## src/rtl/psram_xfer_ctrl_pkg.sv

```systemverilog
// rtl/psram_xfer_ctrl_pkg.sv - shared types and constants for the PSRAM transfer front-end
//
// Purpose: FSM state encoding, request size codes and the size-to-byte-count
// mapping used by psram_xfer_ctrl.
// Ports: none (package).

package psram_xfer_ctrl_pkg;

  typedef enum logic [1:0] {
    ST_IDLE      = 2'd0,
    ST_XFER      = 2'd1,
    ST_WAIT_DONE = 2'd2,
    ST_RESP      = 2'd3
  } xfer_state_e;

  localparam logic [1:0] PSRAM_SIZE_1B  = 2'b00;
  localparam logic [1:0] PSRAM_SIZE_2B  = 2'b01;
  localparam logic [1:0] PSRAM_SIZE_4B  = 2'b10;
  localparam logic [1:0] PSRAM_SIZE_ILL = 2'b11;

  // Illegal size maps to 0 bytes; such requests never reach the core.
  function automatic logic [2:0] size_to_nbyte(input logic [1:0] size);
    case (size)
      PSRAM_SIZE_1B: size_to_nbyte = 3'd1;
      PSRAM_SIZE_2B: size_to_nbyte = 3'd2;
      PSRAM_SIZE_4B: size_to_nbyte = 3'd4;
      default:       size_to_nbyte = 3'd0;
    endcase
  endfunction

endpackage

```

## src/rtl/psram_xfer_ctrl.sv

```systemverilog
// rtl/psram_xfer_ctrl.sv - single-outstanding request front-end for the PSRAM OPI core
//
// Purpose: accepts one read/write/config request at a time, holds transfer
// parameters stable for the core, streams write bytes out and read bytes in,
// and returns one registered response per request. A watchdog aborts
// transfers that make no progress for TIMEOUT_CYC cycles.
// Ports:
//   clk_i, rst_n_i                   clock, async active-low reset
//   req_*                            request handshake and parameters
//   rsp_valid_o/rsp_rdata_o/rsp_err_o one-cycle response
//   core_*                           latched transfer controls / core completion
//   tx_byte_o/tx_valid_o/tx_ready_i  write byte stream to the core
//   rx_byte_i/rx_valid_i             read byte strobe from the core

module psram_xfer_ctrl
  import psram_xfer_ctrl_pkg::*;
#(
  parameter int ADDR_WIDTH  = 24,
  parameter int TIMEOUT_CYC = 1024,
  parameter int TO_WIDTH    = $clog2(TIMEOUT_CYC + 1)
) (
  input  logic                  clk_i,
  input  logic                  rst_n_i,
  input  logic                  req_valid_i,
  output logic                  req_ready_o,
  input  logic                  req_we_i,
  input  logic                  req_cfg_i,
  input  logic [ADDR_WIDTH-1:0] req_addr_i,
  input  logic [1:0]            req_size_i,
  input  logic [31:0]           req_wdata_i,
  output logic                  rsp_valid_o,
  output logic [31:0]           rsp_rdata_o,
  output logic                  rsp_err_o,
  output logic                  core_en_o,
  output logic                  core_cflg_o,
  output logic                  core_we_o,
  output logic [ADDR_WIDTH-1:0] core_addr_o,
  output logic [2:0]            core_nbyte_o,
  input  logic                  core_done_i,
  output logic [7:0]            tx_byte_o,
  output logic                  tx_valid_o,
  input  logic                  tx_ready_i,
  input  logic [7:0]            rx_byte_i,
  input  logic                  rx_valid_i
);

  // Last watchdog value before the abort fires on the next idle cycle.
  localparam logic [TO_WIDTH-1:0] TO_LAST = TO_WIDTH'(TIMEOUT_CYC - 1);

  xfer_state_e           state_q, state_d;
  logic                  we_q, we_d;
  logic                  cfg_q, cfg_d;
  logic [ADDR_WIDTH-1:0] addr_q, addr_d;
  logic [2:0]            nbyte_q, nbyte_d;
  logic [31:0]           wdata_q, wdata_d;
  logic [31:0]           rdata_q, rdata_d;
  logic                  err_q, err_d;
  logic [2:0]            idx_q, idx_d;
  logic [TO_WIDTH-1:0]   wd_q, wd_d;
  logic                  rsp_valid_q, rsp_valid_d;
  logic [31:0]           rsp_rdata_q, rsp_rdata_d;
  logic                  rsp_err_q, rsp_err_d;

  logic tx_hs;
  logic progress;

  assign req_ready_o  = (state_q == ST_IDLE);
  assign core_en_o    = (state_q == ST_XFER) || (state_q == ST_WAIT_DONE);
  assign core_cflg_o  = cfg_q;
  assign core_we_o    = we_q;
  assign core_addr_o  = addr_q;
  assign core_nbyte_o = nbyte_q;
  assign tx_valid_o   = (state_q == ST_XFER) && we_q && (idx_q < nbyte_q);
  assign tx_byte_o    = wdata_q[{idx_q[1:0], 3'b000} +: 8];
  assign rsp_valid_o  = rsp_valid_q;
  assign rsp_rdata_o  = rsp_rdata_q;
  assign rsp_err_o    = rsp_err_q;

  assign tx_hs    = tx_valid_o && tx_ready_i;
  assign progress = tx_hs || rx_valid_i;

  always_comb begin
    state_d     = state_q;
    we_d        = we_q;
    cfg_d       = cfg_q;
    addr_d      = addr_q;
    nbyte_d     = nbyte_q;
    wdata_d     = wdata_q;
    rdata_d     = rdata_q;
    err_d       = err_q;
    idx_d       = idx_q;
    wd_d        = wd_q;
    rsp_valid_d = 1'b0;
    rsp_rdata_d = '0;
    rsp_err_d   = 1'b0;

    case (state_q)
      ST_IDLE: begin
        if (req_valid_i) begin
          idx_d   = '0;
          wd_d    = '0;
          rdata_d = '0;
          if (req_size_i == PSRAM_SIZE_ILL) begin
            // Rejected without touching the core-facing fields.
            err_d   = 1'b1;
            state_d = ST_RESP;
          end else begin
            err_d   = 1'b0;
            we_d    = req_we_i;
            cfg_d   = req_cfg_i;
            addr_d  = req_addr_i;
            nbyte_d = size_to_nbyte(req_size_i);
            wdata_d = req_wdata_i;
            state_d = ST_XFER;
          end
        end
      end

      ST_XFER: begin
        if (we_q) begin
          if (tx_hs) idx_d = idx_q + 3'd1;
        end else if (rx_valid_i && (idx_q < nbyte_q)) begin
          rdata_d[{idx_q[1:0], 3'b000} +: 8] = rx_byte_i;
          idx_d = idx_q + 3'd1;
        end
        wd_d = progress ? '0 : wd_q + TO_WIDTH'(1);
        // Completion beats the watchdog when both land on the same cycle.
        if (core_done_i) begin
          state_d = ST_RESP;
        end else if (!progress && (wd_q == TO_LAST)) begin
          err_d   = 1'b1;
          rdata_d = '0;
          state_d = ST_RESP;
        end else if (idx_d == nbyte_q) begin
          state_d = ST_WAIT_DONE;
        end
      end

      ST_WAIT_DONE: begin
        wd_d = rx_valid_i ? '0 : wd_q + TO_WIDTH'(1);
        if (core_done_i) begin
          state_d = ST_RESP;
        end else if (!rx_valid_i && (wd_q == TO_LAST)) begin
          err_d   = 1'b1;
          rdata_d = '0;
          state_d = ST_RESP;
        end
      end

      ST_RESP: begin
        rsp_valid_d = 1'b1;
        rsp_rdata_d = rdata_q;
        rsp_err_d   = err_q;
        state_d     = ST_IDLE;
      end

      default: state_d = ST_IDLE;
    endcase
  end

  always_ff @(posedge clk_i or negedge rst_n_i) begin
    if (!rst_n_i) begin
      state_q     <= ST_IDLE;
      we_q        <= 1'b0;
      cfg_q       <= 1'b0;
      addr_q      <= '0;
      nbyte_q     <= '0;
      wdata_q     <= '0;
      rdata_q     <= '0;
      err_q       <= 1'b0;
      idx_q       <= '0;
      wd_q        <= '0;
      rsp_valid_q <= 1'b0;
      rsp_rdata_q <= '0;
      rsp_err_q   <= 1'b0;
    end else begin
      state_q     <= state_d;
      we_q        <= we_d;
      cfg_q       <= cfg_d;
      addr_q      <= addr_d;
      nbyte_q     <= nbyte_d;
      wdata_q     <= wdata_d;
      rdata_q     <= rdata_d;
      err_q       <= err_d;
      idx_q       <= idx_d;
      wd_q        <= wd_d;
      rsp_valid_q <= rsp_valid_d;
      rsp_rdata_q <= rsp_rdata_d;
      rsp_err_q   <= rsp_err_d;
    end
  end

endmodule

```

## config.mk

```make
export PLATFORM = sky130hd
export DESIGN_NAME = psram_xfer_ctrl
export DESIGN_NICKNAME = d
export VERILOG_FILES = /design/src/rtl/psram_xfer_ctrl_pkg.sv /design/src/rtl/psram_xfer_ctrl.sv
export SDC_FILE = /design/constraint.sdc
export NUM_CORES = 1
export LEC_CHECK = 0
export CAP_MARGIN = 40
export CORE_ASPECT_RATIO = 1.25
export CORE_UTILIZATION = 30
export DETAILED_ROUTE_END_ITERATION = 16
export GPL_TIMING_DRIVEN = 0
export SLEW_MARGIN = 20
export SYNTH_ARGS = -nofsm -noshare
export SYNTH_HDL_FRONTEND = slang
export SYNTH_SLANG_ARGS = --single-unit
```

## constraint.sdc

```tcl
create_clock -name clk_i -period 4.7 [get_ports clk_i]
set_input_delay 1.175 -clock clk_i [delete_from_list [all_inputs] [get_ports clk_i]]
set_output_delay 1.175 -clock clk_i [all_outputs]
set_load 0.02 [all_outputs]
```

; ---- After elaboration in Yosys (flattened, before gate mapping)
; Index checks and enable logic that the tools add are counted.
[totals]
output_inout_bits = 74
memories = 0
rom_bits = 0
ram_bits = 0
latchBits = 0
input_bits = 74
wordCells = 94
ff_bits = 144
[op_classes]
eq_ne = 15
n_reduce_logical = 20
add_sub_neg = 3
muxes = 38
bitwise = 1
n_div = 0
order_cmp = 1
n_mul = 0
shift = 3
[op_table]
columns = op, n
row1 = 32-bit 2-to-1 mux, 8
row2 = 32-bit one-hot mux with 3 select lines, 1
row3 = 11-bit 2-to-1 mux, 3
row4 = 11-bit one-hot mux with 3 select lines, 1
row5 = 32-bit bitwise mux, 1
row6 = "8-bit by 7-bit variable shift with 32-bit output, first input constant", 1
row7 = 32-bit by 6-bit variable part select with 8-bit output, 1
row8 = 8-bit by 7-bit variable part select with 32-bit output, 1
row9 = 3-bit 2-to-1 mux, 5
row10 = 2-bit 2-to-1 mux, 7
row11 = "11-bit by 1-bit adder with 11-bit output, second input constant", 1
row12 = "11-bit by 10-bit equality test with 1-bit output, second input constant", 1
row13 = 3-bit one-hot mux with 3 select lines, 1
row14 = "2-bit equality test, second input constant", 4
row15 = 1-bit 2-to-1 mux, 8
row16 = 2-bit one-hot mux with 4 select lines, 1
row17 = 5-bit negator with 7-bit output, 1
row18 = 1-bit logical AND, 6
row19 = "2-bit inequality test, second input constant", 3
row20 = 3-bit one-hot mux with 2 select lines, 1
row21 = 3-bit AND reduction, 2
row22 = 6-bit AND reduction, 1
row23 = "2-bit by 1-bit equality test with 1-bit output, second input constant", 2
row24 = 2-bit logical NOT, 2
row25 = other kinds (14), 18

; ---- Longest topological paths before layout
; Gate-level depths: netlist of run 1.
[depth]
ltp_word = 12
ltp_mapped = 10
mapped_depth_nobuf = 8

; ---- Worst setup path after synthesis of run 1
; No wires, ideal clock.
[synth_path]
path_kind = register -> output
start = register nbyte_q[2], in the netlist core_nbyte_o[2]
end = output port tx_valid_o
slack_ns = 1.901
t_arrival_ns = 1.624
required_ns = 3.525
stages_incl_launch_ff = 6
path_buffers = 0
cell_sequence = dfrtp_1 inv_1 ha_1 a21oi_1 o21a_1 and3_1
[synth_via]
elab_chain_cells = 2
[synth_rtl]
columns = element, line_no
row1 = from (decl), psram_xfer_ctrl.sv:54  ; logic [2:0] nbyte_q, nbyte_d;
row2 = from (signal assigned), psram_xfer_ctrl.sv:181  ; nbyte_q <= nbyte_d;
row3 = 3-bit < comparator, psram_xfer_ctrl.sv:73  ; assign tx_valid_o = (state_q == ST_XFER) && we_q && (idx_q < nbyte_q);
row4 = 1-bit logical AND, psram_xfer_ctrl.sv:73
row5 = to (decl), psram_xfer_ctrl.sv:41  ; output logic tx_valid_o,
; Every way passes these cells.

; ---- Worst setup path after layout of run 1
[layout_path]
start = register idx_q[0]
end = output port tx_byte_o[3]
[layout_via]
elab_chain_cells = 1
[layout_rtl]
columns = element, line_no
row1 = from (decl), psram_xfer_ctrl.sv:58  ; logic [2:0] idx_q, idx_d;
row2 = from (signal assigned), psram_xfer_ctrl.sv:185  ; idx_q <= idx_d;
row3 = 32-bit by 6-bit variable part select with 8-bit output, psram_xfer_ctrl.sv:74  ; assign tx_byte_o = wdata_q[{idx_q[1:0], 3'b000} +: 8];
row4 = to (decl), psram_xfer_ctrl.sv:40  ; output logic [7:0] tx_byte_o,
; Every way passes these cells.

==> results of run 1 <==
power groups by stage:
stage	Clock (mW)	Sequential, mW	Combinational [mW]
6_report	1.33	1.77	2.09
5_1_grt	1.42	1.81	2.27
3_3_place_gp	0	1.76	2.04
4_1_cts	1.37	1.77	2.10
2_1_floorplan	0	1.91	1.12
3_5_place_dp	0	1.78	2.09
area by class of cell:
| cell class | count | area [um2] | area share (%) |
|---|---|---|---|
| buffer | 26 | 126 | 1.44 |
| clock buffer | 19 | 443 | 5.05 |
| clock inverter | 12 | 133 | 1.51 |
| inverter | 12 | 45.0 | 0.514 |
| multi-input combinational | 340 | 2560 | 29.2 |
| sequential | 144 | 3600 | 41.1 |
| tap | 274 | 343 | 3.91 |
| timing repair buffer | 150 | 1510 | 17.3 |
through the flow:
stage	hold slack [ns]	instance area (um2)	setup WS, ns
after floorplan	0.446	6340	1.90
after global placement	0.464	8150	-3.20
after detailed placement	0.462	8180	1.13
after CTS	0.476	8760	0.672
after global routing	0.496	8770	0.599
final	0.472	8770	0.754
path summary, 6_finish.rpt:
check | from | end | slack, ns | cells after the start
hold / removal | rdata_q[16] | rsp_rdata_o[16] | 0.47 | 1
min in group asynchronous | rst_n_i | rsp_rdata_o[8] | 0.65 | 1
max in group asynchronous | rst_n_i | core_addr_o[4] | 3.26 | 2
hold reg to reg | rdata_q[16] | rsp_rdata_o[16] | 0.47 | 1
setup / recovery | idx_q[0] | tx_byte_o[3] | 0.75 | 4
setup reg to reg | state_q[0] | rdata_q[7] | 1.97 | 9
kinds of logic (layout without fill, tap and decap cells):
| logic type | Yosys count | after routing | synth area share [%] |
|---|---|---|---|
| XOR/XNOR | 5 | 5 | 0.691 |
| adder cells (fa/ha/maj) | 14 | 14 | 2.76 |
| flip-flops | 144 | 144 | 56.9 |
| multiplexers | 67 | 67 | 13.4 |
| AO/OA/AOI/OAI | 106 | 106 | 10.2 |
| buffers and inverters | 38 | 219 | 2.71 |
| AND/OR/NAND/NOR | 148 | 148 | 13.4 |
registers in the layout, indices dropped and copies added, names as in the netlist:
register,cells
core_addr_o,24
core_cflg_o,1
core_nbyte_o,3
core_we_o,1
err_q,1
idx_q,3
rdata_q,32
rsp_err_o,1
rsp_rdata_o,32
rsp_valid_o,1
state_q,2
wd_q,11
wdata_q,32
routing by layer:
layer | GRT usage, % | vias up | wire length [um]
li1 | - | 2206 | -
met5 | 0 | - | 0
met1 | 18.2 | 2367 | 6450
met3 | 4.94 | 20 | 990
met4 | 5.13 | 0 | 187
met2 | 26.8 | 157 | 8090
layout by cell type (no fill, tap or decap), types with 2 or more instances in the layout:
cell,count
sky130_fd_sc_hd__clkinvlp_4,3
sky130_fd_sc_hd__ha_1,14
sky130_fd_sc_hd__nand4_1,7
sky130_fd_sc_hd__o21a_1,2
sky130_fd_sc_hd__xor2_1,4
sky130_fd_sc_hd__clkdlybuf4s50_1,146
sky130_fd_sc_hd__buf_1,4
sky130_fd_sc_hd__nand2b_1,4
sky130_fd_sc_hd__dfrtp_1,144
sky130_fd_sc_hd__mux2_2,58
sky130_fd_sc_hd__o21ai_0,42
sky130_fd_sc_hd__buf_6,3
sky130_fd_sc_hd__nor2_1,8
sky130_fd_sc_hd__nand3_1,46
sky130_fd_sc_hd__buf_2,7
sky130_fd_sc_hd__nor4b_1,2
sky130_fd_sc_hd__clkbuf_16,17
sky130_fd_sc_hd__clkbuf_1,15
sky130_fd_sc_hd__nor2_2,5
sky130_fd_sc_hd__o311ai_2,4
sky130_fd_sc_hd__clkinv_2,3
sky130_fd_sc_hd__o31a_1,2
sky130_fd_sc_hd__nand2_1,18
sky130_fd_sc_hd__inv_1,12
sky130_fd_sc_hd__nor3b_1,5
sky130_fd_sc_hd__a21oi_1,42
sky130_fd_sc_hd__nor3_1,3
sky130_fd_sc_hd__bufinv_16,2
sky130_fd_sc_hd__mux4_1,2
sky130_fd_sc_hd__and2_1,34
sky130_fd_sc_hd__a31oi_1,2
sky130_fd_sc_hd__and3_1,5
sky130_fd_sc_hd__o22ai_1,3
sky130_fd_sc_hd__mux4_2,6
sky130_fd_sc_hd__nor2b_1,3
sky130_fd_sc_hd__inv_6,4
==> results.md, run 1 <==
* CTS tree: built
* Number of inserted diodes at 0
* Wirelength, routed at roughly 16 mm
* Post-layout minimum cycle time at around 3.9 ns
* Antenna violations before repair at 0
* Data required time of the critical path at about 3.5 ns
* Crit-path max FO at 10
* Yosys top cell by area: sky130_fd_sc_hd__dfrtp_1
* Post-route fraction of the period consumed by the critical path at 83.9%
* Cell count after placement at 944
* Clock buffer count from CTS at 17
* Top cells by count, synth: sky130_fd_sc_hd__dfrtp_1 (144), sky130_fd_sc_hd__mux2_2 (58), sky130_fd_sc_hd__nand3_1 (46)
* Count of flip-flops with a built-in enable after synthesis at 0
* Number of DRC markers after the initial detailed-route iteration at around 340
* Fraction of power consumed by the clock network at 25.6%
* Number of nets in the final layout at roughly 800
* Clock insertion delay at the later pin of the skew report at between 0.4 and 0.5 ns
* Setup Total Neg Slack at 0 ns
* Max Cap Viol at 0
* Core area at ~0.021 mm2
* Total standard cell area after synthesis at 0.00634 mm2
* Number of warnings printed during yosys synthesis at 0
* Count of unresolved DRC violations after routing at 0
* Part of the total power dissipated in combinational logic at 40.3%
* Fraction of synthesis flops using an asynchronous set or reset pin at 100%
* Detailed placer's ending HPWL at around 11 mm
* Worst setup skew after layout at ~0.010 ns
* Leftover overflow at the end of global routing at 0
* Rel. slew slack at 41.8%
* Transition at the pin with the smallest max-transition slack at 0.871 ns
* Maximum level of the CTS H-tree at 4
* CTS-repair resized insts at 0
* Status: complete, no violations
* Peak Freq at between 0.2 and 0.3 GHz
* Setup Buffers After CTS at 0
* Chip Width at ~130 um
* Routability congestion estimate at approximately 0.83
* Fraction of the core area covered by cells at the end of the flow at 42.3%
* Via-to-Cell Ratio at a little under 5
* Mean instance size in the synthesized netlist at between 10 and 15 um2
* Number of port buffers at about 150
* Total leakage power at ~3.7 nW
* Share of cells above drive strength 1 at ~17%
* Hold violation count in the final report at 0
* DRT antenna net count at 0
* Post-synthesis cell type count at slightly below 50
* Wire length of the first global-routing pass at ~26 mm
* Part of the Yosys area used for sequential elements at 56.9%
* RSZ-0062 raised after global routing: false
* Sequential cell fraction of total power at 34.1%
* Largest net degree at the start of global routing at 99
* Maximum vdd ir drop at 342 uV
* Buffer levels on the longest clock path at 2
* Chip height at 164 um
* Power Total at around 5.2 mW
* Cell-by-cell trace of the critical path: buf_6 > clkbuf_1 > mux4_2 > clkdlybuf4s50_1
* Area overhead of the layout relative to synthesis at 38.4%
* Clock transition at the registers of the reported paths at 0.06 ns
* Number of placed I/O pins at 148
* Cell count after synthesis at approximately 520
* Top-area cell type share of the netlist area at 56.9%
* Worst Path Arrival at 2.77 ns
* Buffers and inverters on the worst path at 3
* Internal Power at roughly 3.3 mW
* Post-route insts no fill at roughly 1,000
* Share of total power consumed by net switching at 35.4%
* Critical Path Sink Type: output port
* Die footprint at around 0.022 mm2
* Wire length per cell after detailed routing at ~16 um
* Clock sinks at 144
* Startpoint types: register
* Number of global-route vias before repair at around 5,000
* Maximum single-stage delay on the critical path at between 0.6 and 0.7 ns
* CTS root buf: sky130_fd_sc_hd__clkbuf_16
* Power density cells at 591 mW/mm2
* Largest cells by area after synthesis: sky130_fd_sc_hd__dfrtp_1 (57%), sky130_fd_sc_hd__mux2_2 (10%), sky130_fd_sc_hd__nand3_1 (3.6%)
* First drt pass iteration count at 5
* Initial Util at 30.5%
* Final count of negative-setup-slack endpoints at 0
* Fillers at 1,987
* Class of the tightest hold or removal check: register to register
* Number of core rows at 59
* Cell with the largest stage delay on the worst path: sky130_fd_sc_hd__mux4_2
* Dominant delay contributor by cell family on the critical path: buffers and inverters
* Quantity of hold-fixing buffers added after cts at 0
* Switching power at between 1.5 and 2 mW
* Max Transition Viols Final at 0
* Critical Setup Path Class: register to output port
* Global-route usage over all layers at about 15%
* Via count at 4,750
* Count of state elements after synthesis at 144
* Count leader, synth: sky130_fd_sc_hd__dfrtp_1
* Most instantiated flip-flop cell in the synthesis netlist: sky130_fd_sc_hd__dfrtp_1
* Total nets after synthesis at just over 600
Note: power is estimated with default switching activity, not from simulation.
==> inputs of run 2 (changes only) <==
- clock period: 4.7 -> 3.85 ns (I/O delays scaled with it)
==> run 2 against run 1 <==
Non-clock buffer count is 1 lower. Via count decreased by 0.25%. Clock power up 22%. Largest cell class unchanged. Combinational power increased by 22%. Global-route usage unchanged. Highest routed layer unchanged. Critical path type unchanged.
==> results.md, run 2 (synthesis results as in run 1) <==
* Number of port buffers at 147 (unchanged)
* First drt pass iteration count at 5 (unchanged)
* Wire length per cell after detailed routing at 16.0 um (was 16.1 um)
* Fraction of the core area covered by cells at the end of the flow at 42.3% (about the same)
* Maximum vdd ir drop at 417 uV (was 342 uV)
* Initial Util at 30.5% (unchanged)
* Setup Buffers After CTS at 0 (unchanged)
* DRT antenna net count at 0 (unchanged)
* Post-route insts no fill at 976 (was 977)
* Via-to-Cell Ratio at 4.85 (was 4.86)
* Max Cap Viol at 0 (unchanged)
* Maximum single-stage delay on the critical path at 0.63 ns (was 0.61 ns)
* Buffers and inverters on the worst path at 2 (was 3)
* Status: complete, no violations (unchanged)
* Die footprint at 0.0217 mm2 (unchanged)
* Chip height at 164 um (unchanged)
* Routability congestion estimate at 0.835 (unchanged)
* Post-layout minimum cycle time at between 3 and 4 ns
* Largest net degree at the start of global routing at 99 (unchanged)
* Peak Freq at between 0.2 and 0.3 GHz
* Post-route fraction of the period consumed by the critical path at around 94%
* Number of inserted diodes at 0 (unchanged)
* Global-route usage over all layers at 15.5% (unchanged)
* Setup Total Neg Slack at 0 ns (unchanged)
* Fillers at 1,988 (was 1,987)
* Rel. slew slack at 41.7% (was 41.8%)
* Data required time of the critical path at 2.89 ns (was 3.52 ns)
* Cell count after placement at 944 (unchanged)
* Cell-by-cell trace of the critical path: inv_1 > ha_1 > a21oi_1 > o21a_1 > and3_1 > clkdlybuf4s50_1 (was buf_6 > clkbuf_1 > mux4_2 > clkdlybuf4s50_1)
* Critical Path Sink Type: output port (unchanged)
* Leftover overflow at the end of global routing at 0 (unchanged)
* Area overhead of the layout relative to synthesis at 38.3% (was 38.4%)
* Buffer levels on the longest clock path at 2 (unchanged)
* Most used cells in the layout excluding fill and tap cells: sky130_fd_sc_hd__clkdlybuf4s50_1 (146), sky130_fd_sc_hd__dfrtp_1 (144), sky130_fd_sc_hd__mux2_2 (58) (unchanged)
* Number of core rows at 59 (unchanged)
* Max Transition Viols Final at 0 (unchanged)
* Number of DRC markers after the initial detailed-route iteration at 358 (was 335)
* Power density cells at 722 mW/mm2 (was 591 mW/mm2)
* Clock sinks at 144 (unchanged)
* Clock insertion delay at the later pin of the skew report at 0.42 ns (about the same)
* Core area at 0.0207 mm2 (unchanged)
* Post-route cell area at 0.00876 mm2 (was 0.00877 mm2)
* Number of placed I/O pins at 148 (unchanged)
* CTS tree: built (unchanged)
* Transition at the pin with the smallest max-transition slack at 0.872 ns (was 0.871 ns)
* Setup ws final at 0.233 ns (was 0.754 ns)
* Wire length of the first global-routing pass at 26.2 mm (unchanged)
* Post-place setup slack at 0.494 ns (was 1.13 ns)
* Quantity of hold-fixing buffers added after cts at 0 (unchanged)
* Count of unresolved DRC violations after routing at 0 (unchanged)
* Clock buffer count from CTS at 17 (unchanged)
* Class of the tightest hold or removal check: primary input to asynchronous set/reset pin (was register to register)
* Number of nets in the final layout at 778 (was 779)
* Clock transition at the registers of the reported paths at 0.06 ns (about the same)
* Cell with the largest stage delay on the worst path: sky130_fd_sc_hd__clkdlybuf4s50_1 (was sky130_fd_sc_hd__mux4_2)
* Startpoint types: register (unchanged)
* CTS-repair resized insts at 0 (unchanged)
* Worst Path Arrival at 2.65 ns (was 2.77 ns)
* Maximum level of the CTS H-tree at 4 (unchanged)
* Hold violation count in the final report at 0 (unchanged)
* Detailed placer's ending HPWL at 11.4 mm (unchanged)
* Worst setup skew after layout at 0.0102 ns (was 0.0104 ns)
* Dominant delay contributor by cell family on the critical path: buffers and inverters (unchanged)
* CTS root buf: sky130_fd_sc_hd__clkbuf_16 (unchanged)
* Via count at 4,738 (was 4,750)
* Chip Width at 132 um (unchanged)
* Placed instance area at 0.00818 mm2 (unchanged)
* Wirelength, routed at 15.7 mm (about the same)
* RSZ-0062 raised after global routing: false (unchanged)
* Critical Setup Path Class: register to output port (unchanged)
* Crit-path max FO at 9 (was 10)
* Antenna violations before repair at 0 (unchanged)
* Share of cells above drive strength 1 at 17.5% (about the same)
* Total leakage power at 3.69 nW (about the same)
* Final count of negative-setup-slack endpoints at 0 (unchanged)
* Number of global-route vias before repair at 5,123 (unchanged)
* Most common cell after layout, fill and taps aside: sky130_fd_sc_hd__clkdlybuf4s50_1 (unchanged)
==> run 2: where the power goes <==
part	switching [mW]	total, mW	internal, mW
Sequential	0.238	2.15	1.92
Combinational	1.35	2.55	1.20
Clock	0.648	1.62	0.971
Total	2.24	6.32	4.09
==> run 2: worst register-to-register path: cells and delay by family (launching register included) <==
family                   cells  cell delay [ns]
buffers and inverters        2             0.29
AND/OR/NAND/NOR              5             1.51
flip-flops                   1             0.45
adder cells (fa/ha/maj)      1             0.22
AO/OA/AOI/OAI                1             0.19
==> run 2: cell type report <==
type	count	area (um2)	area share, %
Sequential cell	144	3600	41.1
Buffer	25	123	1.40
Inverter	12	45.0	0.514
Multi-Input combinational cell	340	2560	29.2
Tap cell	274	343	3.91
Clock inverter	12	133	1.51
Timing Repair Buffer	150	1510	17.3
Clock buffer	19	443	5.05
==> run 2: worst paths after layout <==
path                            startpoint               to  slack (ns)  depth (start not counted)
max in group asynchronous          rst_n_i   core_addr_o[4]        2.62                          2
setup reg to reg                state_q[0]       rdata_q[7]        1.11                          9
hold reg to reg                rdata_q[16]  rsp_rdata_o[16]        0.47                          1
setup / recovery           core_nbyte_o[2]       tx_valid_o        0.23                          6
hold / removal                     rst_n_i   rsp_rdata_o[8]        0.44                          1
min in group clk_i             rdata_q[16]  rsp_rdata_o[16]        0.47                          1
==> run 2: metrics by stage <==
step | power (mW) | hold WS, ns
finish | 6.32 | 0.439
floorplan | 3.69 | 0.446
global route | 6.71 | 0.450
CTS | 6.40 | 0.437
detailed placement | 4.73 | 0.462
global placement | 4.63 | 0.464
==> run 2: per-layer routing <==
| layer | vias to the layer above | routed length (um) | global-route usage (%) |
|---|---|---|---|
| met4 | 0 | 161 | 5.13 |
| met2 | 156 | 8060 | 26.8 |
| met5 | - | 0 | 0 |
| met1 | 2362 | 6450 | 18.2 |
| met3 | 17 | 991 | 4.94 |
| li1 | 2203 | - | - |
